==> config.mk <==
export PLATFORM = sky130hd
export DESIGN_NAME = vga_stream_timing
export DESIGN_NICKNAME = d
export VERILOG_FILES = /design/src/rtl/vga_stream_timing.sv
export SDC_FILE = /design/constraint.sdc
export NUM_CORES = 1
export LEC_CHECK = 0
export CORE_MARGIN = 2
export CORE_UTILIZATION = 40
export DETAILED_ROUTE_END_ITERATION = 10
export GPL_TIMING_DRIVEN = 0
export PLACE_DENSITY_LB_ADDON = 0.12
export SYNTH_ARGS = -nofsm -noshare
export SYNTH_HDL_FRONTEND = slang
export SYNTH_SLANG_ARGS = --single-unit
==> constraint.sdc <==
create_clock -name pixel_clk -period 2.8 [get_ports pixel_clk]
set_input_delay 0.84 -clock pixel_clk [delete_from_list [all_inputs] [get_ports pixel_clk]]
set_output_delay 0.84 -clock pixel_clk [all_outputs]
set_load 0.05 [all_outputs]
==> src/rtl/vga_stream_timing.sv <==
// VGA timing generator (HS/VS/DE, x/y) that pulls one valid/ready stream word per displayed pixel.
// Latency: every output is registered, one cycle after the counter position or accepted word it describes.
// Backpressure: s_ready is combinational; words are only taken on active pixels once aligned to s_sof.
module vga_stream_timing #(
    parameter int              HDISP       = 800,
    parameter int              VDISP       = 480,
    parameter int              HFP         = 40,
    parameter int              HPULSE      = 48,
    parameter int              HBP         = 40,
    parameter int              VFP         = 13,
    parameter int              VPULSE      = 3,
    parameter int              VBP         = 29,
    parameter bit              HS_POL      = 1'b0,
    parameter bit              VS_POL      = 1'b0,
    parameter int              RGB_W       = 24,
    parameter logic [RGB_W-1:0] BLANK_COLOR = '0,
    localparam int             XW          = (HDISP > 1) ? $clog2(HDISP) : 1,
    localparam int             YW          = (VDISP > 1) ? $clog2(VDISP) : 1
) (
    input  logic             pixel_clk,
    input  logic             pixel_rst,
    input  logic [RGB_W-1:0] s_data,
    input  logic             s_sof,
    input  logic             s_valid,
    output logic             s_ready,
    output logic             hs,
    output logic             vs,
    output logic             de,
    output logic [RGB_W-1:0] rgb,
    output logic [XW-1:0]    x,
    output logic [YW-1:0]    y,
    output logic             frame_start,
    output logic             underflow,
    output logic             sof_err,
    output logic [15:0]      err_cnt
);

    // Derived frame geometry: blanking (FP, PULSE, BP) precedes the active area.
    localparam int H      = HDISP + HFP + HPULSE + HBP;
    localparam int V      = VDISP + VFP + VPULSE + VBP;
    localparam int HBLANK = HFP + HPULSE + HBP;
    localparam int VBLANK = VFP + VPULSE + VBP;
    localparam int HCW    = (H > 1) ? $clog2(H) : 1;
    localparam int VCW    = (V > 1) ? $clog2(V) : 1;

    localparam logic [HCW-1:0] HC_LAST  = HCW'(H - 1);
    localparam logic [HCW-1:0] HC_BLANK = HCW'(HBLANK);
    localparam logic [HCW-1:0] HS_BEG   = HCW'(HFP);
    localparam logic [HCW-1:0] HS_END   = HCW'(HFP + HPULSE);
    localparam logic [VCW-1:0] VC_LAST  = VCW'(V - 1);
    localparam logic [VCW-1:0] VC_BLANK = VCW'(VBLANK);
    localparam logic [VCW-1:0] VS_BEG   = VCW'(VFP);
    localparam logic [VCW-1:0] VS_END   = VCW'(VFP + VPULSE);

    typedef enum logic {
        ST_SYNC = 1'b0,
        ST_RUN  = 1'b1
    } state_t;

    state_t           state_q, state_d;
    logic [HCW-1:0]   hc_q, hc_d;
    logic [VCW-1:0]   vc_q, vc_d;

    logic             hs_q, hs_d;
    logic             vs_q, vs_d;
    logic             de_q, de_d;
    logic [RGB_W-1:0] rgb_q, rgb_d;
    logic [XW-1:0]    x_q, x_d;
    logic [YW-1:0]    y_q, y_d;
    logic             fs_q, fs_d;
    logic             uf_q, uf_d;
    logic             se_q, se_d;
    logic [15:0]      err_cnt_q, err_cnt_d;

    // Position decode for the current counter value.
    logic de_c;
    logic first_c;
    logic ready_c;
    logic take_c;

    assign de_c    = (hc_q >= HC_BLANK) && (vc_q >= VC_BLANK);
    assign first_c = (hc_q == HC_BLANK) && (vc_q == VC_BLANK);

    // Horizontal counter wraps at H-1; vertical counter advances on each line wrap.
    always_comb begin
        hc_d = hc_q + 1'b1;
        vc_d = vc_q;
        if (hc_q == HC_LAST) begin
            hc_d = '0;
            vc_d = (vc_q == VC_LAST) ? '0 : vc_q + 1'b1;
        end
    end

    // Counter registers.
    always_ff @(posedge pixel_clk) begin
        if (pixel_rst) begin
            hc_q <= '0;
            vc_q <= '0;
        end else begin
            hc_q <= hc_d;
            vc_q <= vc_d;
        end
    end

    // FSM state register.
    always_ff @(posedge pixel_clk) begin
        if (pixel_rst) begin
            state_q <= ST_SYNC;
        end else begin
            state_q <= state_d;
        end
    end

    // FSM next state: lock on an s_sof word at the first active pixel, drop lock on any stream error.
    always_comb begin
        state_d = state_q;
        case (state_q)
            ST_SYNC: begin
                if (s_valid && s_sof && first_c) begin
                    state_d = ST_RUN;
                end
            end
            ST_RUN: begin
                // s_sof must be present exactly on the first active pixel and nowhere else.
                if (de_c && (!s_valid || (s_sof != first_c))) begin
                    state_d = ST_SYNC;
                end
            end
            default: state_d = ST_SYNC;
        endcase
    end

    // FSM outputs: handshake, pixel take, and error events for the current position.
    always_comb begin
        ready_c = 1'b0;
        take_c  = 1'b0;
        uf_d    = 1'b0;
        se_d    = 1'b0;
        case (state_q)
            ST_SYNC: begin
                if (s_valid && !s_sof) begin
                    // Unaligned word: drain it without showing it.
                    ready_c = 1'b1;
                end else if (s_valid && s_sof && first_c) begin
                    ready_c = 1'b1;
                    take_c  = 1'b1;
                end
            end
            ST_RUN: begin
                if (de_c) begin
                    if (!s_valid) begin
                        uf_d = 1'b1;
                    end else if (s_sof == first_c) begin
                        ready_c = 1'b1;
                        take_c  = 1'b1;
                    end else if (first_c) begin
                        // First pixel without s_sof: discard the word as an unaligned one.
                        ready_c = 1'b1;
                        se_d    = 1'b1;
                    end else begin
                        // Early s_sof: leave the word in place to start the next frame.
                        se_d = 1'b1;
                    end
                end
            end
            default: ;
        endcase
    end

    // No word may be consumed while the block is held in reset.
    assign s_ready = ready_c && !pixel_rst;

    // Next values of the registered video outputs.
    always_comb begin
        hs_d      = ((hc_q >= HS_BEG) && (hc_q < HS_END)) ? HS_POL : ~HS_POL;
        vs_d      = ((vc_q >= VS_BEG) && (vc_q < VS_END)) ? VS_POL : ~VS_POL;
        de_d      = de_c;
        rgb_d     = take_c ? s_data : BLANK_COLOR;
        x_d       = de_c ? XW'(hc_q - HC_BLANK) : '0;
        y_d       = de_c ? YW'(vc_q - VC_BLANK) : '0;
        fs_d      = (hc_q == '0) && (vc_q == '0);
        err_cnt_d = err_cnt_q;
        if ((uf_d || se_d) && (err_cnt_q != 16'hFFFF)) begin
            err_cnt_d = err_cnt_q + 16'd1;
        end
    end

    // Output registers.
    always_ff @(posedge pixel_clk) begin
        if (pixel_rst) begin
            hs_q      <= ~HS_POL;
            vs_q      <= ~VS_POL;
            de_q      <= 1'b0;
            rgb_q     <= BLANK_COLOR;
            x_q       <= '0;
            y_q       <= '0;
            fs_q      <= 1'b0;
            uf_q      <= 1'b0;
            se_q      <= 1'b0;
            err_cnt_q <= '0;
        end else begin
            hs_q      <= hs_d;
            vs_q      <= vs_d;
            de_q      <= de_d;
            rgb_q     <= rgb_d;
            x_q       <= x_d;
            y_q       <= y_d;
            fs_q      <= fs_d;
            uf_q      <= uf_d;
            se_q      <= se_d;
            err_cnt_q <= err_cnt_d;
        end
    end

    assign hs          = hs_q;
    assign vs          = vs_q;
    assign de          = de_q;
    assign rgb         = rgb_q;
    assign x           = x_q;
    assign y           = y_q;
    assign frame_start = fs_q;
    assign underflow   = uf_q;
    assign sof_err     = se_q;
    assign err_cnt     = err_cnt_q;

endmodule

# Word level (Yosys, flattened, before mapping)
# Index checks and enable logic that the tools add are counted.
dict set report totals {
  register_bits 86
  out_inout_bits 66
  wordCells 79
}
dict set report op_classes {
  add_sub_neg 5
  n_lt_le_gt_ge 6
  eq_ne 7
  muxes 24
  n_bitwise 3
  reduce_logical 21
}
# op count
set op_table {}
lappend op_table {{10-bit by 1-bit adder with 10-bit output, second input constant} 2}
lappend op_table {{10-bit == test, second input constant} 2}
lappend op_table {{10-bit by 6-bit greater-or-equal comparator with 1-bit output, second input constant} 2}
lappend op_table {{10-bit logical NOT} 2}
lappend op_table {{1-bit 2-to-1 mux} 20}
lappend op_table {{16-bit by 1-bit adder with 16-bit output, second input constant} 1}
lappend op_table {{16-bit != test, second input constant} 1}
lappend op_table {{1-bit logical AND} 11}
lappend op_table {{10-bit by 6-bit == test with 1-bit output, second input constant} 1}
lappend op_table {{10-bit by 8-bit == test with 1-bit output, second input constant} 1}
lappend op_table {{10-bit by 4-bit greater-or-equal comparator with 1-bit output, second input constant} 1}
lappend op_table {{10-bit by 8-bit greater-or-equal comparator with 1-bit output, second input constant} 1}
lappend op_table {{10-bit by 5-bit less-than comparator with 1-bit output, second input constant} 1}
lappend op_table {{10-bit by 7-bit less-than comparator with 1-bit output, second input constant} 1}
lappend op_table {{10-bit 2-to-1 mux} 1}
lappend op_table {{10-bit by 8-bit subtractor with 10-bit output, second input constant} 1}
lappend op_table {{9-bit by 6-bit subtractor with 9-bit output, second input constant} 1}
lappend op_table {{1-bit case mux with 2 select lines} 3}
lappend op_table {{2-bit OR reduction} 3}
lappend op_table {{1-bit logical NOT} 3}
lappend op_table {{1-bit inverter} 3}
lappend op_table {{1-bit logical OR} 2}
lappend op_table {{1-bit == test} 1}
lappend op_table {{1-bit != test} 1}

# Depth between registers and ports, before layout
# Gate-level depths: netlist (run 1).
dict set report depth {
  word_depth 9
  ltp_mapped 12
  depth_no_buf 11
}

# Least setup slack after synthesis (run 1)
# No wires, ideal clock.
dict set report synth_timing {
  path_kind {register -> output}
  startpoint {register vc_q[0]}
  endpoint {output s_ready}
  arrival_ns 2.094
  t_required_ns 1.960
  setup_slack_ns -0.134
  stages_incl_launch_ff 9
  cell_sequence {dfxtp_1 > inv_1 > ha_1 > and3b_1 > o21a_1 > o22ai_2 > buf_2 > o21ai_0 > and4b_1}
}
dict set report synth_via {
  elab_chain_cells 8
  elab_cells_between_ends 14
  cone_classes {order compare (1); eq/ne (2); mux (7); reduce/logical (4)}
}
# item line
set synth_lines {}
lappend synth_lines {{start, declared} 62} ;# logic [VCW-1:0] vc_q, vc_d;
lappend synth_lines {{start signal, assigned} 101} ;# vc_q <= vc_d;
lappend synth_lines {{10-bit by 6-bit == test with 1-bit output} 82} ;# assign first_c = (hc_q == HC_BLANK) && (vc_q == VC_BLANK);
lappend synth_lines {{1-bit logical AND} 82}
lappend synth_lines {{1-bit 2-to-1 mux or 1-bit == test (tied branches)} {156, 153}}
lappend synth_lines {{1-bit 2-to-1 mux} 153} ;# end else if (s_sof == first_c) begin
lappend synth_lines {{1-bit 2-to-1 mux} 151} ;# if (!s_valid) begin
lappend synth_lines {{1-bit 2-to-1 mux} 150} ;# if (de_c) begin
lappend synth_lines {{1-bit case mux with 2 select lines (*)} 139} ;# case (state_q)
lappend synth_lines {{1-bit logical AND (*)} 171} ;# assign s_ready = ready_c && !pixel_rst;
lappend synth_lines {{end, declared} 25} ;# output logic s_ready,
# Mark *: on every way between the ends. The rest lies on a longest branch, timed or not.

# Final worst setup path (run 1)
dict set report layout_timing {
  startpoint {register vc_q[6]}
  endpoint {output s_ready}
}
# Same word-level chain as after synthesis.

==> flow_summary.ini, run 1 <==
[worst_setup_path]
crit_chain = nor4_4 -> and4bb_2 -> nand3_4 -> ha_4 -> o21ai_2 -> and4b_2 -> buf_8
end_kind = output port
rr_endpoint = err_cnt[9]
worstSetupStartpointType = register
reg2reg_from = vc_q[6]
critical_path_required_ns = 1.96
arrival_ns = 2.15
path_class = reg -> out
cp_max_fo = 7
worst_r2r_path_depth = 10
crit_slowest_cell = dfxtp_4
slowest_delay_ns = 0.38
r2r_setup_slack_ns = 0.21

[global_routing]
grt_max_degree = 16
grt.total_usage_pct = 17.8
grt_first_pass_wirelength_um = 14200
grt_overflow = 0
grt_pass1_vias = 2997
antenna_found_initial = 0

[cts]
cts_tree = built
clkSlewWorstSetupHoldPaths_ns = 0.09
cts.sinks = 86
h-tree-depth = 3
worstSkewPairLatency_ns = 0.36
max-clock-path-buffers = 2
root_buffer = clkbuf_8
cts-buffers-inserted = 9

[sta]
timing.fmax_mhz = 335
finalCritPeriodShare_pct = 107
fin_crit_ns = 2.99
slew_headroom_pct = 60.9
finalHoldViolCount = 0
worst_pin_slew_ns = 0.585
fin_tns_setup_ns = -0.186
setup-violations-final = 1
rsz0062_at_grt = yes
clock_skew_ns = 0.00758
maxSlewViolCount = 0
setup_slack_ns = -0.186

[synth]
syn_inst = 387
synth_fp_nets = 425
synth_cell_types = 52
syn_avg_cell_area_um2 = 9.35
synth_top_cell_area_share_pct = 47.6
yosysTopAreaCell = dfxtp_1
synth_area_mm2 = 0.00362
synthTopCellsByArea = dfxtp_1 (48%), and2_1 (5.5%), nor2_1 (5.5%)
synth-edff-count = 0
synth-async-reset-ratio_pct = 0
synth.yosys.seq_area_share_pct = 47.6
ys_warn_count = 0
yosysMostFrequentCell = dfxtp_1
ys.flop_type = dfxtp_1
netlist_top_cells_count = dfxtp_1 (86), nor2_1 (53), and2_1 (32), nand2_1 (17), nor3_1 (17)
ys_seq_elements = 86

[die]
die_height_um = 99.1
core_mm2 = 0.00876
placementRows = 34
initial_core_util_pct = 41.3
die_width_um = 99.1
die_area_mm2 = 0.00982
ioPinCount = 94

[placement]
gp_congestion = 0.777
dpl.hpwl_um = 5950
placed_area_mm2 = 0.00468
portBuffers = 92

[route]
via_per_inst = 4.97
drtIter0Drc = 81
drc = 0
vias = 3084
routed_wl_um = 8530
ant_nets = 0
detail_route.wl_per_cell_um = 13.8
firstDrtPassIters = 4

[worst_hold_path]
min-delay-start = hc_q[0]
whs_path_depth = 1
hold_class = reg -> reg
min_to = hc_q[0]

[power]
peakVddDrop_mv = 0.215
powerDensity_mw_per_mm2 = 432
p_leak_nw = 1.91

[cells_and_area]
synthToLayoutAreaGrowth_pct = 42.6
multi_input_area_mm2 = 0.00185
nNetsFinal = 545
drive_above_1_share_pct = 18.0
finalInstanceArea_mm2 = 0.00516
nFillCells = 791
antenna_cells = 0
seqCellArea_mm2 = 0.00175

[outcome]
status = complete, but fails checks
violations = setup timing

[flow_run]
cap_violations = 0
layout make-up:
| class | count | area share [%] |
|---|---|---|
| flip-flops and latches | 86 | 33.8 |
| clock buffers | 10 | 2.67 |
| inverters | 15 | 1.09 |
| repair buffers | 112 | 20.9 |
| clock inverters | 6 | 1.33 |
| plain buffers | 17 | 1.67 |
| multi-input cells | 266 | 35.9 |
| well taps | 108 | 2.62 |
registers in the layout, indices dropped and copies added (netlist names):
signal,count
y,9
frame_start,1
underflow,1
hs,1
sof_err,1
x,10
err_cnt,16
de,1
hc_q,10
state_q,1
vs,1
vc_q,10
rgb,24
layer usage:
metal  routed length, um  track usage [%]  vias up
met5                   0                0        -
met4                 100             5.58        0
met3                 379             4.29        9
met2                4280             29.7       65
met1                3770             22.9     1463
li1                    -                -     1547
layout by cell type, fill, tap and decap left out, drive strengths merged, types with 2 or more instances in the layout:
master         count
a21oi             11
a31oi              2
and2              33
and3               6
and4b              2
buf               29
clkbuf            19
clkdlybuf4s50     91
clkinv             2
dfxtp             86
ha                10
inv               17
mux2               9
nand2             17
nand3             15
nand4             11
nor2              54
nor2b              8
nor3              17
nor4               5
nor4b              2
o21ai              8
o31ai              5
or2                5
or3                5
or4                5
xnor2             11
xor2              12
worst max-delay path, delay by kind of cell (launching register included):
kind                       cells  cell delay (ns)
and+or+nand+nor                4             0.99
DFF                            1             0.38
buffers and inverters          1             0.15
AOI/OAI and AO/OA              1             0.09
adders and majority gates      1             0.18
timing repair:
action	4_1_cts	5_1_grt
hold buffers	0	0
pin swaps	6	9
setup buffers	9	11
gates resized for setup	32	16
setup endpoints to repair	30	31
power by group:
| part | internal [mW] | switching, mW | total (mW) | leakage [nW] |
|---|---|---|---|---|
| Sequential | 1.22 | 0.00623 | 1.23 | 0.699 |
| Clock | 0.443 | 0.462 | 0.905 | 0.103 |
| Combinational | 0.0532 | 0.0444 | 0.0976 | 1.11 |
| Total | 1.72 | 0.512 | 2.23 | 1.91 |
logic make-up after synthesis:
| logic type | Yosys count | synth area share (%) |
|---|---|---|
| muxes | 10 | 3.60 |
| and+or+nand+nor | 190 | 29.4 |
| AOI/OAI and AO/OA | 33 | 5.81 |
| buffers and inverters | 35 | 4.53 |
| adders and majority gates | 10 | 3.46 |
| xor gates and xnor gates | 23 | 5.57 |
| DFF | 86 | 47.6 |
stage by stage:
| step | instances | hold slack [ns] | utilization, % | worst slack, ns | power (mW) |
|---|---|---|---|---|---|
| floorplan | 387 | 0.443 | - | 0.000713 | 1.30 |
| global placement | 587 | 0.474 | 53.4 | -0.994 | 1.35 |
| detailed placement | 587 | 0.468 | 53.4 | -0.992 | 1.35 |
| CTS | 612 | 0.473 | 57.6 | -0.231 | 2.26 |
| global route | 620 | 0.518 | 58.9 | -0.289 | 2.32 |
| finish | 620 | 0.511 | 58.9 | -0.186 | 2.23 |
how the worst max path moves through the flow:
stage             from      end  slack, ns
2_1_floorplan  vc_q[1]  s_ready     0.0007
3_3_place_gp   vc_q[1]  s_ready      -0.99
3_5_place_dp   vc_q[1]  s_ready      -0.99
4_1_cts        hc_q[8]  s_ready      -0.23
5_1_grt        hc_q[8]  s_ready      -0.29
6_report       vc_q[6]  s_ready      -0.19
(Power assumes the default switching activity.)
==> run 2: changes to the inputs <==
- REMOVE_ABC_BUFFERS: default -> 1
==> run 2 against run 1 <==
The flow still finishes with violations (setup timing). Register-to-register slack got worse by 0.07 ns. Clock power about the same. Fmax about the same. Clock skew increased by 0.0051 ns. Critical path depth increased by 1. Worst setup slack got worse by 0.0026 ns. Core utilization decreased by 2.0 points. Flip-flop and latch count unchanged. Via count decreased by 3.8%. Sequential power about the same. Sequential share of layout area increased by 1.3 points.
==> flow_summary.ini, run 2 (synthesis gave the netlist of run 1 again) <==
[cts]
h-tree-depth = 3
holdBufCountCts = 0
max-clock-path-buffers = 2
cts.sinks = 86
clkSlewWorstSetupHoldPaths_ns = 0.09
cts-buffers-inserted = 9
root_buffer = clkbuf_8
cts_tree = built
worstSkewPairLatency_ns = 0.36

[cells_and_area]
final_cell_mix = clkdlybuf4s50_1 (91), dfxtp_1 (75), nor2_1 (53)
antenna_cells = 0
synthToLayoutAreaGrowth_pct = 37.7
final_common_cell = clkdlybuf4s50_1
drive_above_1_share_pct = 15.2
nNetsFinal = 519
finish.utilization_pct = 56.8
final_cell_count_no_fill = 594
nFillCells = 799
seqCellArea_mm2 = 0.00175
largest_reg_flops = 24
multi_input_area_mm2 = 0.00183

[sta]
setup-violations-final = 1
setup_slack_ns = -0.188
timing.fmax_mhz = 335
finalHoldViolCount = 0
slew_headroom_pct = 48.3
maxSlewViolCount = 0
finalCritPeriodShare_pct = 107
fin_tns_setup_ns = -0.188
worst_pin_slew_ns = 0.776
rsz0062_at_grt = yes
hold_slack_ns = 0.480
fin_crit_ns = 2.99
clock_skew_ns = 0.0127

[route]
vias = 2967
wl_met2_um = 4030
dr.max_layer_used = met4
drtIter0Drc = 40
detail_route.wl_per_cell_um = 13.9
dr_wl_met3_um = 537
ant_nets = 0
drt-met1-wl_um = 3580
firstDrtPassIters = 4
via_per_inst = 4.99
routed_wl_um = 8230
drc = 0

[die]
initial_core_util_pct = 41.3
die_width_um = 99.1
die_height_um = 99.1
die_area_mm2 = 0.00982
ioPinCount = 94
placementRows = 34
core_mm2 = 0.00876

[power]
p_clk_share_pct = 40.7
power_frac_seq_pct = 55.3
switching_share_pct = 22.9
intPower_mw = 1.71
powerDensity_mw_per_mm2 = 446
combinationalPowerShare_pct = 3.9
peakVddDrop_mv = 0.222
p_leak_nw = 1.82
power.switching_uw = 508

[global_routing]
antenna_found_initial = 0
grt_max_degree = 37
grt_pass1_vias = 2820
grt.total_usage_pct = 17.1
grt_overflow = 0
grt_first_pass_wirelength_um = 13600

[placement]
portBuffers = 93
dpl.hpwl_um = 5470
place_inst = 568
gp_congestion = 0.854

[worst_setup_path]
worstSetupStartpointType = register
crit_family = simple AND/OR/NAND/NOR gates
crit_buf_inv = 2
cp_max_fo = 7
path_class = reg -> out
critical_path_required_ns = 1.96
end_kind = output port
slowest_delay_ns = 0.40
arrival_ns = 2.15
crit_chain = inv_1 -> ha_2 -> and3b_2 -> o21a_4 -> o22ai_4 -> o21ai_1 -> and4b_1 -> buf_6
crit_slowest_cell = dfxtp_4

[flow_run]
cap_violations = 0

[worst_hold_path]
hold_class = reg -> reg

[outcome]
status = complete, but fails checks
violations = setup timing
-- run 2: cell types whose count changed in the layout (fill, tap and decap cells not counted), moves of 2 or more --
cell / change
buf_4: -11
clkbuf_1: -9
buf_2: -6
ha_2: +3
ha_4: -3
dfxtp_1: -2
-- run 2: final cells by class --
class                      instances  area share (%)
sequential                        86            35.1
timing repair buffer             102            20.1
inverter                          15            1.13
clock inverter                     6            1.38
multi-input combinational        267            36.8
tap                              108            2.71
clock buffer                      10            2.76
-- run 2: metal layers --
metal	up-vias	track usage, %
met3	9	5.48
met1	1380	21.2
met5	-	0
met2	78	28.5
li1	1500	-
met4	0	5.27
-- run 2: worst paths after layout --
kind,to,slack (ns),from,cells after the start
worst min register to register,x[7],0.48,hc_q[7],1
worst max register to register,err_cnt[5],0.14,vc_q[7],9
worst min-delay path,x[7],0.48,hc_q[7],1
worst max-delay path,s_ready,-0.19,vc_q[0],8
-- run 2: power by group through the flow --
| stage | logic, mW | registers [mW] | clock network (mW) |
|---|---|---|---|
| after floorplan | 0.0245 | 1.27 | 0 |
| after global placement | 0.0846 | 1.26 | 0 |
| after detailed placement | 0.0855 | 1.26 | 0 |
| after CTS | 0.0875 | 1.23 | 0.931 |
| after global routing | 0.0961 | 1.23 | 0.986 |
| final | 0.0878 | 1.23 | 0.905 |
-- run 2: through the flow --
stage	cell area [um2]	power, mW	setup WS [ns]
final	4980	2.22	-0.188
after global routing	4980	2.31	-0.265
after CTS	4910	2.25	-0.239
after detailed placement	4580	1.35	-1.29
after global placement	4580	1.35	-1.31
after floorplan	3510	1.29	-0.161
-- run 2: timing repair --
item	CTS	global route
gates cloned	1	0
pin swaps	6	7
setup buffers	5	4
resized for setup	32	15
setup endpoints to repair	55	35
-- run 2: worst register-to-register path, stage by stage, from the launching register on --
cell,delay [ns]
dfxtp_4,0.36
nor4_4,0.34
and4bb_2,0.30
nand3_2,0.09
ha_2,0.29
nand2_1,0.08
and2_1,0.24
o21ai_2,0.21
nor4_1,0.30
mux2_2,0.36
==> run 3: changes to the inputs <==
--- a/config.mk
+++ b/config.mk
@@ -10,3 +10,2 @@
 export DETAILED_ROUTE_END_ITERATION = 10
-export GPL_TIMING_DRIVEN = 0
 export PLACE_DENSITY_LB_ADDON = 0.12
==> constraint.sdc (replaced) <==
create_clock -name pixel_clk -period 2.8 [get_ports pixel_clk]
set_input_delay 0.7 -clock pixel_clk [delete_from_list [all_inputs] [get_ports pixel_clk]]
set_output_delay 0.7 -clock pixel_clk [all_outputs]
set_load 0.05 [all_outputs]
==> run 3 against run 2 <==
The flow still finishes with violations (setup timing). Largest cell class unchanged. Critical endpoint unchanged. Die area did not move. Clock power down 9.1%. Sequential share of layout area is 0.58 points lower. Critical path type unchanged.
==> flow_summary.ini, run 3 (synthesis gave the netlist of run 1 again) <==
[power]
fin_total_pwr_mw = 2.15
powerDensity_mw_per_mm2 = 429
peakVddDrop_mv = 0.293
p_leak_nw = 1.88

[sta]
setup_slack_ns = -0.0203
clock_skew_ns = 0.0114
slew_headroom_pct = 63.2
worst_pin_slew_ns = 0.549
maxSlewViolCount = 0
timing.fmax_mhz = 355
setup-violations-final = 1
fin_tns_setup_ns = -0.0203
finalCritPeriodShare_pct = 101
hold_slack_ns = 0.492
fin_crit_ns = 2.82
rsz0062_at_grt = yes
finalHoldViolCount = 0

[route]
via_per_inst = 4.98
routed_wl_um = 8150
wl_met2_um = 3910
drtIter0Drc = 91
firstDrtPassIters = 4
drt-met1-wl_um = 3630
vias = 3010
drc = 0
dr_wl_met3_um = 489
detail_route.wl_per_cell_um = 13.5
ant_nets = 0
dr.max_layer_used = met4

[cells_and_area]
drive_above_1_share_pct = 14.7
final_common_cell = clkdlybuf4s50_1
finish.utilization_pct = 57.3
largest_reg_flops = 24
synthToLayoutAreaGrowth_pct = 38.7
nNetsFinal = 532
antenna_cells = 0
final_cell_mix = clkdlybuf4s50_1 (92), dfxtp_1 (80), nor2_1 (53)

[global_routing]
grt.total_usage_pct = 17.0
grt_first_pass_wirelength_um = 13500
grt_pass1_vias = 2866
grt_max_degree = 36
grt_overflow = 0
antenna_found_initial = 0

[worst_hold_path]
hold_class = reg -> reg

[die]
initial_core_util_pct = 41.3
core_mm2 = 0.00876
ioPinCount = 94
placementRows = 34
die_width_um = 99.1
die_area_mm2 = 0.00982
die_height_um = 99.1

[cts]
clkSlewWorstSetupHoldPaths_ns = 0.08
max-clock-path-buffers = 2
cts.sinks = 86
root_buffer = clkbuf_8
holdBufCountCts = 0
h-tree-depth = 3
cts-buffers-inserted = 9
worstSkewPairLatency_ns = 0.35
cts_tree = built

[placement]
gp_congestion = 0.792
dpl.hpwl_um = 5740
portBuffers = 93
place_ws_ns = 0.103

[worst_setup_path]
cp_max_fo = 2
worstSetupStartpointType = register
slowest_delay_ns = 0.34
path_class = reg -> out
crit_slowest_cell = dfxtp_2
crit_chain = nor4_4 -> and4bb_2 -> nand3_4 -> ha_4 -> o21ai_2 -> and4b_1 -> buf_12
critical_path_required_ns = 2.10
end_kind = output port
arrival_ns = 2.12

[outcome]
violations = setup timing
status = complete, but fails checks

[flow_run]
cap_violations = 0
run 3: changes by cell type in the layout (fill, tap and decap cells not counted), sizes merged:
cell,change
clkbuf,-1
inv,-2
clkdlybuf4s50,+1
o22ai,-1
clkdlybuf4s15,-1
buf,+14
clkinv,+1
run 3: worst paths after layout:
kind | end | slack, ns | start | cells past startpoint
max | s_ready | -0.02 | vc_q[6] | 7
min reg2reg | y[0] | 0.49 | vc_q[0] | 1
max reg2reg | err_cnt[5] | 0.31 | vc_q[6] | 9
min | y[0] | 0.49 | vc_q[0] | 1
run 3: per-stage QoR:
stage	instances	cell area (um2)
2_1_floorplan	367	3510
3_3_place_gp	585	4710
3_5_place_dp	585	4710
4_1_cts	605	4980
5_1_grt	605	5020
6_report	605	5020
run 3: critical path: cells and delay by family (launching register included):
kind | cells | cell delay [ns]
flops | 1 | 0.34
buf+inv | 1 | 0.15
compound gates | 1 | 0.11
fa+ha+maj | 1 | 0.17
simple gates | 4 | 0.99
run 3: power breakdown:
part | internal (mW) | leakage (nW) | switching [mW]
Combinational | 0.0539 | 1.09 | 0.0417
Clock | 0.398 | 0.0907 | 0.425
Sequential | 1.22 | 0.697 | 0.00637
run 3: layout make-up:
cell class / instances / area (um2)
Clock buffer: 9 / 124
Clock inverter: 5 / 52.6
Sequential cell: 86 / 1730
Tap cell: 108 / 135
Multi-Input combinational cell: 266 / 1800
Fill cell: 794 / 3750
Inverter: 15 / 56.3
Timing Repair Buffer: 116 / 1110
run 3: timing repair:
action | CTS | global route
cloned | 0 | 0
buffers inserted | 6 | 0
resized for setup | 14 | 7
pin swaps | 5 | 5
setup endpoints to repair | 1 | 1
hold endpoints to repair | 0 | 0
run 3: layer usage:
metal	global-route usage (%)	vias up
met4	6.11	0
met3	6.04	9
met5	0	-
li1	-	1517
met1	21.0	1400
met2	27.6	84
==> RTL edit 1 (flow settings as in run 1) <==
The parameter `VBP` goes from 29 to 58.
--- a/src/rtl/vga_stream_timing.sv
+++ b/src/rtl/vga_stream_timing.sv
@@ -9,7 +9,7 @@
     parameter int              HBP         = 40,
     parameter int              VFP         = 13,
     parameter int              VPULSE      = 3,
-    parameter int              VBP         = 29,
+    parameter int              VBP         = 58,
     parameter bit              HS_POL      = 1'b0,
     parameter bit              VS_POL      = 1'b0,
     parameter int              RGB_W       = 24,
Behaviour: no difference found for any inputs over 10 cycles, from zero or initial values and one cycle with pixel_rst high; that may be too few to reach the edited logic, so the function may still have changed.
==> RTL edit 1 against run 1 <==
  * The run still ends with setup timing left
  * Critical endpoint unchanged
  * Setup slack lost 0.079 ns
  * Power shrank 0.38%
  * Sequential cell count is the same
  * Cell count shrank 2.4%
  * Clock power is essentially flat
  * Design area shrank 4.5%
  * Area after synthesis shrank 3.1%
  * Critical path type unchanged
  * Utilization shrank 1.5 points
  * Largest power group unchanged
  * Maximum frequency shrank 2.6%
  * Wire length shrank 5.8%
==> RTL edit 1: results <==
set metrics [dict create \
    grt_pass1_wl_um 13380 \
    cp_max_fo 2 \
    r2r-start "hc_q[8]$_SDFF_PP0_" \
    wl_met2_um 3807 \
    drt_first_iter_violations 139 \
    synth.top_cells.by_area "dfxtp_1, and2_1, ha_1" \
    dr.max_layer_used "met4" \
    htreeDepth 3 \
    antenna_found_initial 0 \
    reg2reg_depth 11 \
    holdWs_ns 0.5122 \
    worstReg2RegEnd "rgb[5]$_SDFF_PP0_" \
    clkTransAtPathRegs_ns 0.08 \
    min_from "err_cnt[15]$_SDFFE_PP0P_" \
    yosysSeqAreaShare_pct 49.13 \
    drt-pass1-iter-count 4 \
    synth-main-ff-cell "dfxtp_1" \
    path_class "reg2out" \
    setup_violations 1 \
    first_global_vias 2825 \
    critPathTopFamily "simple AND/OR/NAND/NOR gates" \
    cts_max_path_buffers 2 \
    p_sw_share_pct 22.81 \
    gp_congestion 0.8467 \
    clkLatencyLatePin_ns 0.36 \
    drive_gt1_share_pct 12.07 \
    p_clk_share_pct 40.7 \
    holdPathEnd "err_cnt[15]$_SDFFE_PP0P_" \
    ctsRootBufferMaster "clkbuf_8" \
    diodes 0 \
    wl_met3_um 462 \
    nNetsFinal 534 \
    cts_buffers 9 \
    grtUsageTotal_pct 17.22 \
    violations "setup timing" \
    vdd_drop_max_uv 250.2 \
    grt_max_degree 16 \
    m1WireLength_um 3640 \
    power_frac_comb_pct 4.0 \
    status "finished with violations" \
    cp.arrival_ns 2.22 \
    syn-num-nets 422 \
    synthTopCellsByCount "dfxtp_1, nor2_1, and2_1" \
    ys_types 42 \
    critPathMaxStageDelay_ns 0.50 \
    slowest_stage "or4b_4" \
    hpwlAfterDp_um 5671 \
    setup_ws_ns -0.2647 \
    wl_um 8032 \
    async_flop_share_pct 0 \
    ff2ff_setup_slack_ns 0.06 \
    worst_slew_margin_rel_pct 59.54 \
    power.density_mw_per_mm2 450.9 \
    p_leak_uw 0.001811 \
    ys_warn_count 0 \
    io_buffers 93 \
    viasPerCell 4.993 \
    finClkSkew_ns 0.01331 \
    whs_path_depth 2 \
]
RTL edit 1: cell count changes in the layout (fill, tap and decap cells not counted), moves of 4 or more:
cell,change
buf_4,-10
nand2_1,+10
nor3_1,-10
nor2_1,-9
o21ai_0,+9
a21oi_1,+7
buf_2,-5
ha_1,+5
mux2_4,-5
clkbuf_1,+4
dfxtp_1,+4
inv_1,-4
nor2b_1,-4
or3_1,+4
RTL edit 1: per-stage QoR:
step	instances	TNS (ns)	setup slack [ns]	cell area (sq um)
after floorplan	380	0	0.01608	3511
after global placement	581	-3.439	-0.8339	4577
after detailed placement	581	-3.924	-0.8489	4577
after CTS	605	-0.5088	-0.2976	4902
after global routing	605	-3.389	-0.3510	4930
final	605	-0.2647	-0.2647	4930
RTL edit 1: kinds of logic after synthesis:
kind of cell / Yosys count / share of synthesized area (%)
fa+ha+maj: 14 / 4.998
simple gates: 182 / 28.13
xor+xnor: 21 / 5.248
flops: 86 / 49.13
buf+inv: 29 / 3.606
mux: 2 / 0.6426
compound gates: 46 / 8.247
RTL edit 1: metal layers:
layer  vias up  global-route usage (%)
met5         -                       0
met4         0                   7.372
met3        10                   4.892
met2        74                   27.27
met1      1413                   21.97
li1       1524                       -
RTL edit 1: timing repair:
| item | in CTS | in global routing |
|---|---|---|
| buffers inserted | 9 | 1 |
| pin swaps | 5 | 5 |
| gates resized for setup | 27 | 9 |
| setup endpoints to repair | 28 | 25 |
RTL edit 1: area by class of cell:
type	instances	area [sq um]
tap	108	135.1
fill	772	3664
clock buffer	10	137.6
inverter	10	37.54
clock inverter	6	70.07
multi-input combinational	265	1730
sequential	86	1733
buffer	17	75.07
timing repair buffer	103	1011
==> RTL edit 2 (settings of run 1) <==
Without the edit above. Make the reset (`pixel_rst`) asynchronous in 3 clocked blocks.
--- a/src/rtl/vga_stream_timing.sv
+++ b/src/rtl/vga_stream_timing.sv
@@ -92,7 +92,7 @@
     end
 
     // Counter registers.
-    always_ff @(posedge pixel_clk) begin
+    always_ff @(posedge pixel_clk or posedge pixel_rst) begin
         if (pixel_rst) begin
             hc_q <= '0;
             vc_q <= '0;
@@ -103,7 +103,7 @@
     end
 
     // FSM state register.
-    always_ff @(posedge pixel_clk) begin
+    always_ff @(posedge pixel_clk or posedge pixel_rst) begin
         if (pixel_rst) begin
             state_q <= ST_SYNC;
         end else begin
@@ -186,7 +186,7 @@
     end
 
     // Output registers.
-    always_ff @(posedge pixel_clk) begin
+    always_ff @(posedge pixel_clk or posedge pixel_rst) begin
         if (pixel_rst) begin
             hs_q      <= ~HS_POL;
             vs_q      <= ~VS_POL;
Function: differs if pixel_rst is asserted again (counterexample within 4 cycles, from zero or initial values and one cycle with pixel_rst high); with pixel_rst held inactive, the same outputs for 10 cycles.
==> RTL edit 2 against run 1 <==
  * The run still ends with setup timing left
  * Hold slack got worse by 0.012 ns
  * Setup slack got worse by 0.051 ns
  * Wire length rose by 6.0%
  * Design area rose by 9.4%
  * Die area rose by 11%
  * Power rose by 0.91%
  * Area after synthesis rose by 12%
  * Synthesized cell count fell by 4.9%
  * Sequential cell count did not move
  * Critical path type unchanged
  * Largest power group unchanged
  * Highest routed layer unchanged
==> RTL edit 2: results <==
set metrics [dict create \
    status "finished with violations" \
    violations "setup timing" \
    ys_types 54 \
    async_flop_share_pct 100.0 \
    use_met2_pct 28.90 \
    holdWs_ns 0.4993 \
    drt_first_iter_violations 122 \
    setup_violations 1 \
    cp_max_fo 3 \
    wl_met2_um 4220 \
    synthTopCellsByCount "dfrtp_1, nand2_1, nor2_1" \
    dp.cells 596 \
    setup_ws_ns -0.2361 \
    drive_gt1_share_pct 21.56 \
    synth.top_cells.by_area "dfrtp_1, nor2_4, nand2_1" \
    synth_xor_area_share_pct 6.506 \
    grtUsageTotal_pct 17.53 \
    p_sw_uw 537.1 \
    nNetsFinal 535 \
    synth.avg_cell_area_sq_um 10.98 \
    wl_per_cell_um 14.25 \
    synth_mux_area_share_pct 1.363 \
    r2r-start "vc_q[6]$_DFFE_PP0N_" \
    hpwlAfterDp_um 6333 \
    worstSetupPathDepth 9 \
    io_buffers 93 \
    vias 3026 \
    cp-startpoint "hc_q[8]$_DFF_PP0_" \
    synth_compound_area_share_pct 4.089 \
    viasPerCell 4.773 \
    p_leak_uw 0.002513 \
    vdd_drop_max_uv 276.4 \
    yosysSeqAreaShare_pct 53.35 \
    finClkSkew_ns 0.01282 \
    slowest_stage "dfrtp_2" \
    critPathTopFamily "compound AO/OA/AOI/OAI gates" \
    first_global_vias 3154 \
    min_from "err_cnt[7]$_DFFE_PP0P_" \
    syn-num-nets 407 \
    holdPathEnd "err_cnt[7]$_DFFE_PP0P_" \
    use_met1_pct 22.46 \
    wl_met3_um 438 \
    worst_pin_slew_ns 0.5612 \
]
[RTL edit 2: per-stage QoR]
step / total power (uW) / TNS (ns) / cell area [sq um] / worst slack [ns] / util [%]
finish: 2251 / -0.2361 / 5647 / -0.2361 / 57.77
global route: 2348 / -0.3192 / 5647 / -0.3192 / 57.77
CTS: 2280 / -0.2854 / 5620 / -0.2854 / 57.50
detailed placement: 1368 / -1.348 / 5181 / -1.129 / 53.01
global placement: 1362 / -4.424 / 5141 / -2.338 / 52.60
floorplan: 1311 / -0.6299 / 4044 / -0.6299 / -
[RTL edit 2: area by class of cell]
class,instances,area (sq um),area share (%)
Timing Repair Buffer,118,1149,20.34
Clock buffer,9,123.9,2.194
Clock inverter,7,78.83,1.396
Buffer,15,118.9,2.105
Multi-Input combinational cell,253,1797,31.82
Inverter,13,52.55,0.9306
Sequential cell,86,2161,38.27
Tap cell,133,166.4,2.947
[RTL edit 2: power by group through the flow]
stage / Combinational [uW] / Clock [uW] / Sequential, uW
2_1_floorplan: 44.9 / 0 / 1270
3_3_place_gp: 96.0 / 0 / 1270
3_5_place_dp: 103 / 0 / 1270
4_1_cts: 107 / 932 / 1240
5_1_grt: 116 / 990 / 1240
6_report: 104 / 907 / 1240
[RTL edit 2: cells by family (layout without fill, tap and decap cells)]
| family | Yosys count | in the layout |
|---|---|---|
| buffers and inverters | 29 | 162 |
| AO/OA/AOI/OAI | 24 | 24 |
| flip-flops | 86 | 86 |
| multiplexers | 5 | 5 |
| XOR/XNOR | 30 | 30 |
| adder cells (fa/ha/maj) | 11 | 11 |
| AND/OR/NAND/NOR | 183 | 183 |
